==> config.mk <==
export PLATFORM = sky130hd
export DESIGN_NAME = acc_ctrl_fsm
export DESIGN_NICKNAME = d
export VERILOG_FILES = /design/src/rtl/acc_ctrl_fsm.sv
export SDC_FILE = /design/constraint.sdc
export NUM_CORES = 1
export LEC_CHECK = 0
export CAP_MARGIN = 20
export CORE_UTILIZATION = 42
export DETAILED_ROUTE_END_ITERATION = 16
export GPL_ROUTABILITY_DRIVEN = 1
export PLACE_DENSITY_LB_ADDON = 0.12
export SYNTH_ARGS = -nofsm -noshare
export SYNTH_HDL_FRONTEND = slang
export SYNTH_SLANG_ARGS = --single-unit
==> constraint.sdc <==
create_clock -name clk -period 2.8 [get_ports clk]
set_input_delay 0.42 -clock clk [delete_from_list [all_inputs] [get_ports clk]]
set_output_delay 0.42 -clock clk [all_outputs]
set_load 0.05 [all_outputs]
==> src/rtl/acc_ctrl_fsm.sv <==
// ---------------------------------------------------------------------------
// acc_ctrl_fsm
//
// Multicycle control FSM for the 16-bit accumulator processor. Each
// instruction is sequenced through FETCH, DECODE, an optional memory phase
// (MEMRD / MEMWR) and an optional EXEC phase. The FSM drives the ALU operand
// selects, the ALU operation, the register write enables and the memory
// read/write handshake. A watchdog on the memory handshake sends the FSM to
// an absorbing FAULT state if memory never answers.
//
// Parameters
//   MAX_WAIT      cycles a memory request may wait for mem_ready (>= 1)
//
// Ports
//   clk           in   system clock, rising edge
//   rst_n         in   asynchronous active-low reset
//   instr_op      in   [3:0] IR[15:12], valid from DECODE until the next
//                      fetch completes
//   acc_zero      in   accumulator == 0 flag (used by BEQZ)
//   mem_ready     in   memory completes the current access this cycle
//   alu_src_a     out  [1:0] 0=ACC 1=const 8 2=PC 3=MDR
//   alu_src_b     out  [1:0] 0=sext IMM12 1=MDR 2=ACC 3=const 2
//   alu_op        out  [1:0] 0=ADD 1=SUB 2=PASSA 3=SLL (B << A[3:0])
//   mem_addr_sel  out  address select, 0=PC 1=IR[11:0]
//   mem_read      out  read request, held until mem_ready
//   mem_write     out  write request (data = ACC), held until mem_ready
//   ir_write      out  load IR from memory data
//   mdr_write     out  load MDR from memory data
//   pc_write      out  load PC from ALU result
//   acc_write     out  load ACC from ALU result
//   halted        out  FSM is in HALT
//   fault         out  FSM is in FAULT (memory timeout)
//   illegal       out  one-cycle pulse in DECODE for an undefined opcode
// ---------------------------------------------------------------------------
module acc_ctrl_fsm #(
    parameter int MAX_WAIT = 15
) (
    input  logic       clk,
    input  logic       rst_n,
    input  logic [3:0] instr_op,
    input  logic       acc_zero,
    input  logic       mem_ready,
    output logic [1:0] alu_src_a,
    output logic [1:0] alu_src_b,
    output logic [1:0] alu_op,
    output logic       mem_addr_sel,
    output logic       mem_read,
    output logic       mem_write,
    output logic       ir_write,
    output logic       mdr_write,
    output logic       pc_write,
    output logic       acc_write,
    output logic       halted,
    output logic       fault,
    output logic       illegal
);

    // -----------------------------------------------------------------------
    // State encoding
    // -----------------------------------------------------------------------
    localparam logic [2:0] S_RST    = 3'd0;
    localparam logic [2:0] S_FETCH  = 3'd1;
    localparam logic [2:0] S_DECODE = 3'd2;
    localparam logic [2:0] S_MEMRD  = 3'd3;
    localparam logic [2:0] S_MEMWR  = 3'd4;
    localparam logic [2:0] S_EXEC   = 3'd5;
    localparam logic [2:0] S_HALT   = 3'd6;
    localparam logic [2:0] S_FAULT  = 3'd7;

    // Opcodes (IR[15:12]); 8..14 are undefined and execute as NOP
    localparam logic [3:0] OP_ADDI  = 4'd0;
    localparam logic [3:0] OP_ADD   = 4'd1;
    localparam logic [3:0] OP_SUB   = 4'd2;
    localparam logic [3:0] OP_LOAD  = 4'd3;
    localparam logic [3:0] OP_STORE = 4'd4;
    localparam logic [3:0] OP_BEQZ  = 4'd5;
    localparam logic [3:0] OP_JMP   = 4'd6;
    localparam logic [3:0] OP_SLL8  = 4'd7;
    localparam logic [3:0] OP_HALT  = 4'd15;

    // ALU source A select
    localparam logic [1:0] SRC_A_ACC  = 2'd0;
    localparam logic [1:0] SRC_A_C8   = 2'd1;
    localparam logic [1:0] SRC_A_PC   = 2'd2;
    localparam logic [1:0] SRC_A_MDR  = 2'd3;

    // ALU source B select
    localparam logic [1:0] SRC_B_IMM  = 2'd0;
    localparam logic [1:0] SRC_B_MDR  = 2'd1;
    localparam logic [1:0] SRC_B_ACC  = 2'd2;
    localparam logic [1:0] SRC_B_C2   = 2'd3;

    // ALU operation
    localparam logic [1:0] ALU_ADD    = 2'd0;
    localparam logic [1:0] ALU_SUB    = 2'd1;
    localparam logic [1:0] ALU_PASSA  = 2'd2;
    localparam logic [1:0] ALU_SLL    = 2'd3;

    // The wait counter only ever holds 0 .. MAX_WAIT-1.
    localparam int          CW        = (MAX_WAIT > 1) ? $clog2(MAX_WAIT) : 1;
    localparam logic [CW-1:0] WAIT_LAST = CW'(MAX_WAIT - 1);

    // -----------------------------------------------------------------------
    // State registers
    // -----------------------------------------------------------------------
    logic [2:0]    state_q, state_d;
    logic [3:0]    op_q,    op_d;
    logic [CW-1:0] cnt_q,   cnt_d;

    logic in_mem_wait;
    logic timeout;

    // A memory-handshake state is stalled when mem_ready is low. The last
    // permitted stall cycle diverts to FAULT; mem_ready on that same cycle
    // still completes the access normally.
    assign in_mem_wait = (state_q == S_FETCH) || (state_q == S_MEMRD) ||
                         (state_q == S_MEMWR);
    assign timeout     = in_mem_wait && !mem_ready && (cnt_q == WAIT_LAST);

    always_ff @(posedge clk or negedge rst_n) begin
        if (!rst_n) begin
            state_q <= S_RST;
            op_q    <= '0;
            cnt_q   <= '0;
        end else begin
            state_q <= state_d;
            op_q    <= op_d;
            cnt_q   <= cnt_d;
        end
    end

    // -----------------------------------------------------------------------
    // Next-state logic
    // -----------------------------------------------------------------------
    always_comb begin
        state_d = state_q;
        op_d    = op_q;
        // The counter is zero unless we are staying in a stalled memory
        // state; this clears it on entry to every handshake state and
        // whenever mem_ready completes an access.
        cnt_d   = '0;
        if (in_mem_wait && !mem_ready && !timeout) begin
            cnt_d = cnt_q + CW'(1);
        end

        case (state_q)
            S_RST: begin
                state_d = S_FETCH;
            end
            S_FETCH: begin
                if (mem_ready) begin
                    state_d = S_DECODE;
                end else if (timeout) begin
                    state_d = S_FAULT;
                end
            end
            S_DECODE: begin
                // Keep the opcode so EXEC does not depend on instr_op.
                op_d = instr_op;
                case (instr_op)
                    OP_ADD, OP_SUB, OP_LOAD: state_d = S_MEMRD;
                    OP_STORE:                state_d = S_MEMWR;
                    OP_ADDI, OP_SLL8:        state_d = S_EXEC;
                    OP_HALT:                 state_d = S_HALT;
                    // BEQZ/JMP finish here; undefined opcodes act as NOP
                    default:                 state_d = S_FETCH;
                endcase
            end
            S_MEMRD: begin
                if (mem_ready) begin
                    state_d = S_EXEC;
                end else if (timeout) begin
                    state_d = S_FAULT;
                end
            end
            S_MEMWR: begin
                if (mem_ready) begin
                    state_d = S_FETCH;
                end else if (timeout) begin
                    state_d = S_FAULT;
                end
            end
            S_EXEC: begin
                state_d = S_FETCH;
            end
            S_HALT: begin
                state_d = S_HALT;
            end
            S_FAULT: begin
                state_d = S_FAULT;
            end
            default: begin
                state_d = S_RST;
            end
        endcase
    end

    // -----------------------------------------------------------------------
    // Output decode (state + latched opcode + mem_ready)
    // -----------------------------------------------------------------------
    always_comb begin
        alu_src_a    = SRC_A_ACC;
        alu_src_b    = SRC_B_IMM;
        alu_op       = ALU_ADD;
        mem_addr_sel = 1'b0;
        mem_read     = 1'b0;
        mem_write    = 1'b0;
        ir_write     = 1'b0;
        mdr_write    = 1'b0;
        pc_write     = 1'b0;
        acc_write    = 1'b0;
        halted       = 1'b0;
        fault        = 1'b0;
        illegal      = 1'b0;

        case (state_q)
            S_FETCH: begin
                // Read the instruction at PC and advance PC by the constant
                // 2 in the same cycle the memory completes.
                alu_src_a = SRC_A_PC;
                alu_src_b = SRC_B_C2;
                alu_op    = ALU_ADD;
                mem_read  = 1'b1;
                ir_write  = mem_ready;
                pc_write  = mem_ready;
            end
            S_DECODE: begin
                case (instr_op)
                    OP_BEQZ: begin
                        alu_src_a = SRC_A_PC;
                        alu_src_b = SRC_B_IMM;
                        alu_op    = ALU_ADD;
                        pc_write  = acc_zero;
                    end
                    OP_JMP: begin
                        alu_src_a = SRC_A_PC;
                        alu_src_b = SRC_B_IMM;
                        alu_op    = ALU_ADD;
                        pc_write  = 1'b1;
                    end
                    OP_ADDI, OP_ADD, OP_SUB, OP_LOAD,
                    OP_STORE, OP_SLL8, OP_HALT: begin
                        // Defined opcodes with nothing to drive in DECODE.
                    end
                    default: begin
                        illegal = 1'b1;
                    end
                endcase
            end
            S_MEMRD: begin
                mem_addr_sel = 1'b1;
                mem_read     = 1'b1;
                mdr_write    = mem_ready;
            end
            S_MEMWR: begin
                mem_addr_sel = 1'b1;
                mem_write    = 1'b1;
            end
            S_EXEC: begin
                acc_write = 1'b1;
                case (op_q)
                    OP_ADD: begin
                        alu_src_a = SRC_A_ACC;
                        alu_src_b = SRC_B_MDR;
                        alu_op    = ALU_ADD;
                    end
                    OP_SUB: begin
                        alu_src_a = SRC_A_ACC;
                        alu_src_b = SRC_B_MDR;
                        alu_op    = ALU_SUB;
                    end
                    OP_LOAD: begin
                        alu_src_a = SRC_A_MDR;
                        alu_op    = ALU_PASSA;
                    end
                    OP_SLL8: begin
                        // ACC << 8: shift amount comes from port A.
                        alu_src_a = SRC_A_C8;
                        alu_src_b = SRC_B_ACC;
                        alu_op    = ALU_SLL;
                    end
                    default: begin
                        // ADDI
                        alu_src_a = SRC_A_ACC;
                        alu_src_b = SRC_B_IMM;
                        alu_op    = ALU_ADD;
                    end
                endcase
            end
            S_HALT: begin
                halted = 1'b1;
            end
            S_FAULT: begin
                fault = 1'b1;
            end
            default: begin
                // RST: everything stays at zero.
            end
        endcase
    end

endmodule
==> results.md, run 1 <==
* Status: completed
* Placer Congestion at 0.753
* Internal at 0.587 mW
* Rel. slew slack at 64.5%
* Sw Share at 53.0%
* Top FF cell, synth: dfrtp_1
* TritonCTS clock tree: done
* Clock skew at 6.24 ps
* Reg2reg path depth at 3
* Period utilization at 93.9%
* Post-synthesis sequential area ratio at 35.6%
* Total Power at 1.25 mW
* CP arrival at 2210 ps
* CP Class: reg -> out
* RSZ-0062 raised after global routing: false
* DR pass1 iterations at 4
* Syn-to-layout area delta at 37.2%
* All-layer global routing usage at 20.4%
* Async set or reset register ratio after synthesis at 100%
* Total CTS buffers at 3
* Sequential Power Share at 26.3%
* Antenna diode count at 0
* Switching power at 0.661 mW
* Core area at 1730 um^2
* Place WS at 328 ps
* Tmin final at 2630 ps
* Vias per cell at 5.47
* DIE AREA at 2020 um^2
* # rows at 15
* Peak supply drop at 0.544 mV
* Worst Tran Pin Value at 531 ps
* Dpl hpwl at 1330 um
* Most common cell in the netlist: dfrtp_1
* Effective utilization at floorplan at 44.8%
* Initial antenna violation count at 0
* First-pass GRT wire length at 2960 um
* Pwr Density at 1180 nW/um^2
* Setup crit end kind: primary output
* Setup tns final at 0 ps
* Post-synthesis cell count at 82
* Required arrival time at the worst endpoint at 2380 ps
* Flop2flop setup slack at 1260 ps
* Share of layout cells above drive strength 1 at 11.2%
* Clock network fraction of total power at 8.9%
* Maximum clock frequency at 0.380 GHz
* Largest net degree at the start of global routing at 15
* Leading post-synthesis cells by cell area: dfrtp_1 (36%), mux2_1 (5.8%), nor2_1 (3.4%)
* Die H at 44.9 um
* Congestion Overflow GR at 0
* Comb pwr share at 64.8%
* Hold Crit Class: in -> async
* Final net count at 118
* Post-placement cell count at 128
* Vias in the first global route at 691
* PortBufs at 23
* Number of max-cap violations at 0
* Number of flops mapped to enable cells by yosys at 0
* Clock-pin slew on the worst setup and hold paths at 70 ps
* Hold Vio Cnt, Final at 0
* Post-synth top area cell: dfrtp_1
* Final count of negative-setup-slack endpoints at 0
* H-tree depth at 1
* Total wire length at 1800 um
* Syn_area_per_cell at 9.43 um^2
* Total clock sinks at 11
* Worst Setup Start Kind: register
* Via count at 722
* Post-route insts no fill at 132
* CTS root buf: clkbuf_4
* Mapped Nets at 92
* Drt drc at 0
* Avg WL per Cell at 13.6 um
* Final worst slack at 170 ps
* CP max FO at 12
* Slew Limit Fails at 0
* Synthesis-stage register bit count at 11
* Die width at 44.9 um
* Io pins at 24
* Max Root-Sink Buffers at 2
* Initial DRC Count at 2
* Post-synth cell types at 35
* Mapped cell area at 773 um^2
* Most frequent cells after synthesis: dfrtp_1 (11), nor2_1 (7), a21oi_1 (5)
* Worst-Skew Late Latency at 270 ps
* Antenna-violating nets left at 0
* Leakage at 0.471 nW
* Top-area cell type share of the netlist area at 35.6%
* R2R Path End: op_q[0]
* Worst R2R Start: state_q[2]
* Yosys warnings at 0
==> per-layer routing <==
metal | track usage, % | part of all wire [%] | vias up
li1 | - | - | 347
met1 | 25.7 | 47 | 353
met2 | 33.2 | 49 | 20
met3 | 2.40 | 3.4 | 2
met4 | 12.7 | 0.67 | 0
met5 | 0 | 0 | -
==> power by group through the flow <==
| stage | clock (mW) | sequential [mW] | combinational (mW) |
|---|---|---|---|
| after global placement | 0 | 0.324 | 0.804 |
| final | 0.111 | 0.329 | 0.809 |
| after detailed placement | 0 | 0.332 | 0.813 |
| after floorplan | 0 | 0.276 | 0.618 |
| after global routing | 0.124 | 0.347 | 0.861 |
| after CTS | 0.117 | 0.328 | 0.815 |
==> flip-flops by register name (all words and copies together), names as in the netlist <==
register,flops
state_q,3
op_q,4
cnt_q,4
==> critical path, cell delays in order, from the launching register on <==
cell and delay, ps:
dfrtp_1 560, nor2b_1 350, and3_1 230, clkdlybuf4s50_1 800
==> cell type report <==
class / instances / area (um^2)
multi-input combinational: 66 / 473
timing repair buffer: 24 / 248
tap: 25 / 31.3
sequential: 11 / 275
fill: 171 / 666
inverter: 2 / 7.51
clock buffer: 4 / 26.3
==> stage by stage <==
step                      hold slack [ps]  util [%]  cell area (um^2)
after floorplan                       124         -               773
after CTS                             496      61.2              1060
after detailed placement              488      59.6              1030
after global routing                  522      61.4              1060
final                                 492      61.4              1060
after global placement                478      59.6              1030
==> cells in the final DEF, fill, tap and decap left out, drive strengths merged <==
cell type,instances
o21bai,1
a31o,1
inv,2
mux2,5
or3,2
and3b,3
nor3b,3
nand3b,2
nand3,3
nor2b,3
nor3,2
nand2b,1
a21oi,5
o21a,1
o21ai,2
clkdlybuf4s50,18
xor2,2
ha,2
a31oi,3
or2,3
nor2,7
a221oi,1
dfrtp,11
a21o,1
clkbuf,4
nand4b,2
nor4b,1
dlymetal6s2s,2
buf,4
a211oi,1
and3,3
xnor2,3
o22ai,1
nand2,2
==> worst max-delay path by stage <==
stage / startpoint / to / slack (ps) / cells after the start
3_3_place_gp: mem_ready / ir_write / 360 / 3
2_1_floorplan: state_q[2] / pc_write / 40 / 3
4_1_cts: state_q[0] / alu_op[0] / 110 / 4
3_5_place_dp: mem_ready / ir_write / 330 / 3
5_1_grt: state_q[0] / mdr_write / 50 / 3
6_report: state_q[0] / mdr_write / 170 / 3
==> cell families (layout without fill, tap and decap cells) <==
logic type	count (synthesis)	count (layout)	share of synthesized area (%)
AND/OR/NAND/NOR	37	37	31.1
AO/OA/AOI/OAI	17	17	13.9
XOR/XNOR	5	5	5.66
buffers and inverters	5	30	3.24
flip-flops	11	11	35.6
multiplexers	5	5	7.28
adder cells (fa/ha/maj)	2	2	3.24
==> repair_timing <==
| item | 4_1_cts | 5_1_grt |
|---|---|---|
| hold buffers | 0 | 0 |
| gates resized for setup | 0 | 2 |
| setup buffers | 0 | 0 |
| hold endpoints to repair | 0 | 0 |
| endpoints found under the setup margin | 0 | 2 |
Power figures use the tool's default switching activity.
==> run 2: changes to the inputs <==
RECOVER_POWER = 100   (was default)
==> results.md, run 2 (same netlist as run 1, synthesis figures left out) <==
* Antenna-violating nets left at 0 (unchanged)
* Setup tns final at 0 ps (unchanged)
* Final count of negative-setup-slack endpoints at 0 (unchanged)
* Clock-pin slew on the worst setup and hold paths at 70 ps (about the same)
* CP Class: reg -> out (unchanged)
* Worst Setup Start Kind: register (unchanged)
* H-tree depth at 1 (unchanged)
* DIE AREA at 2020 um^2 (unchanged)
* Drt drc at 0 (unchanged)
* Vias per cell at 5.34 (was 5.47)
* Die H at 44.9 um (unchanged)
* # rows at 15 (unchanged)
* Dpl hpwl at 1330 um (unchanged)
* Placer Congestion at 0.753 (unchanged)
* PortBufs at 23 (unchanged)
* CTS root buf: clkbuf_4 (unchanged)
* Hold Crit Class: reg -> reg (was in -> async)
* Post-CTS Setup Inserts at 0 (unchanged)
* Io pins at 24 (unchanged)
* Setup crit end kind: primary output (unchanged)
* All-layer global routing usage at 20.4% (unchanged)
* Commonest cells after routing, fill and taps aside: dlygate4sd3_1 (12), dfrtp_1 (11), nor2_1 (7) (was clkdlybuf4s50_1 (18), dfrtp_1 (11), nor2_1 (7))
* CP arrival at 2200 ps (was 2210 ps)
* Share of layout cells above drive strength 1 at 8.41% (was 11.2%)
* TritonCTS clock tree: done (unchanged)
* Period utilization at 93.5% (was 93.9%)
* Peak supply drop at 0.535 mV (was 0.544 mV)
* Total CTS buffers at 3 (unchanged)
* Number of max-cap violations at 0 (unchanged)
* Most common cell after layout, fill and taps aside: dlygate4sd3_1 (was clkdlybuf4s50_1)
* Total wire length at 1790 um (was 1800 um)
* Pwr Density at 1160 nW/um^2 (was 1180 nW/um^2)
* Worst Tran Pin Value at 599 ps (was 531 ps)
* Final net count at 118 (unchanged)
* RSZ-0062 raised after global routing: false (unchanged)
* Die width at 44.9 um (unchanged)
* Core area at 1730 um^2 (unchanged)
* Tmin final at 2620 ps (was 2630 ps)
* DR pass1 iterations at 4 (unchanged)
* Final worst slack at 183 ps (was 170 ps)
* Congestion Overflow GR at 0 (unchanged)
* First-pass GRT wire length at 2960 um (unchanged)
* CP max FO at 5 (was 12)
* Syn-to-layout area delta at 32.7% (was 37.2%)
* Largest net degree at the start of global routing at 15 (unchanged)
* Slew Limit Fails at 0 (unchanged)
* Leakage at 0.460 nW (was 0.471 nW)
* Clock skew at 5.92 ps (was 6.24 ps)
* Via count at 705 (was 722)
* Avg WL per Cell at 13.5 um (was 13.6 um)
* Total clock sinks at 11 (unchanged)
* Worst-Skew Late Latency at 270 ps (about the same)
* Filler Cell Count at 179 (was 171)
* Top flop regs: cnt_q (4), op_q (4), state_q (3) (unchanged)
* Maximum clock frequency at 0.382 GHz (was 0.380 GHz)
* Hold-fix buffers, CTS at 0 (unchanged)
* Initial antenna violation count at 0 (unchanged)
* Place WS at 328 ps (unchanged)
* Antenna diode count at 0 (unchanged)
* Status: completed (unchanged)
* Effective utilization at floorplan at 44.8% (unchanged)
* Hold Vio Cnt, Final at 0 (unchanged)
* Vias in the first global route at 691 (unchanged)
* Max Root-Sink Buffers at 2 (unchanged)
* Required arrival time at the worst endpoint at 2380 ps (about the same)
* Rel. slew slack at 60.2% (was 64.5%)
* Initial DRC Count at 8 (was 2)
run 2: cell count changes in the layout (fill, tap and decap cells not counted):
cell / previous run / this run
dlymetal6s2s_1: 2 / 1
clkbuf_2: 0 / 1
clkbuf_1: 1 / 5
o21ai_1: 1 / 0
buf_12: 1 / 0
o21ai_0: 1 / 2
buf_4: 3 / 0
dlygate4sd3_1: 0 / 12
clkdlybuf4s50_1: 18 / 6
run 2: where the power goes:
part           leakage, nW  switching [mW]  internal (mW)  total, mW
clock               0.0150          0.0541         0.0552      0.109
combinational        0.308           0.489          0.262      0.751
sequential           0.136           0.110          0.218      0.328
total                0.460           0.653          0.535       1.19
run 2: worst paths after layout:
path	startpoint	to	slack (ps)	cells after the start
worst min register to register	cnt_q[0]	cnt_q[0]	500	1
worst max-delay path	op_q[0]	alu_src_b[0]	180	4
max in group asynchronous	rst_n	cnt_q[1]	1890	1
worst max register to register	state_q[2]	op_q[0]	1220	3
min in group asynchronous	rst_n	cnt_q[0]	560	1
worst min-delay path	cnt_q[0]	cnt_q[0]	500	1
run 2: what timing repair did:
item	CTS	global route
setup endpoints to repair	0	2
endpoints found under the hold margin	0	0
resized for setup	0	2
run 2: worst max-delay path: stages, from the launching register on:
cell and delay [ps]:
dfrtp_1 440, xnor2_1 150, or3_1 300, a21oi_1 150, dlygate4sd3_1 890
run 2: per-layer routing:
metal  global-route usage, %  vias up  wire length [um]
met4                    12.7        0                12
met3                    2.40        2                66
met2                    33.2       18               867
li1                        -      346                 -
met5                       0        -                 0
met1                    25.7      339               839
run 2: stage by stage:
step           power (mW)  util (%)  instances  hold WS [ps]  area, um^2
6_report             1.19      59.4        132           497        1030
5_1_grt              1.27      59.4        132           522        1030
4_1_cts              1.26      61.2        132           496        1060
3_5_place_dp         1.15      59.6        128           488        1030
3_3_place_gp         1.13      59.6        128           478        1030
2_1_floorplan       0.894         -         82           124         773
run 2: cell type report:
| cell class | count | area, um^2 | share of cell area [%] |
|---|---|---|---|
| multi-input combinational | 66 | 473 | 46.1 |
| sequential | 11 | 275 | 26.8 |
| timing repair buffer | 24 | 213 | 20.7 |
| tap | 25 | 31.3 | 3.05 |
| clock buffer | 4 | 26.3 | 2.56 |
| inverter | 2 | 7.51 | 0.732 |
==> run 3: changes to the inputs <==
MAX_ROUTING_LAYER = met4   (was default)
==> results of run 3 <==
Same layout as run 2: the final DEF is identical, and so are final timing and power.
Main changes from that run: final weighted congestion in routability-driven placement 0.753 -> 0.763; via count of the first global-routing pass 691 -> 690; overall routing resource usage 20.4% -> 21.0%
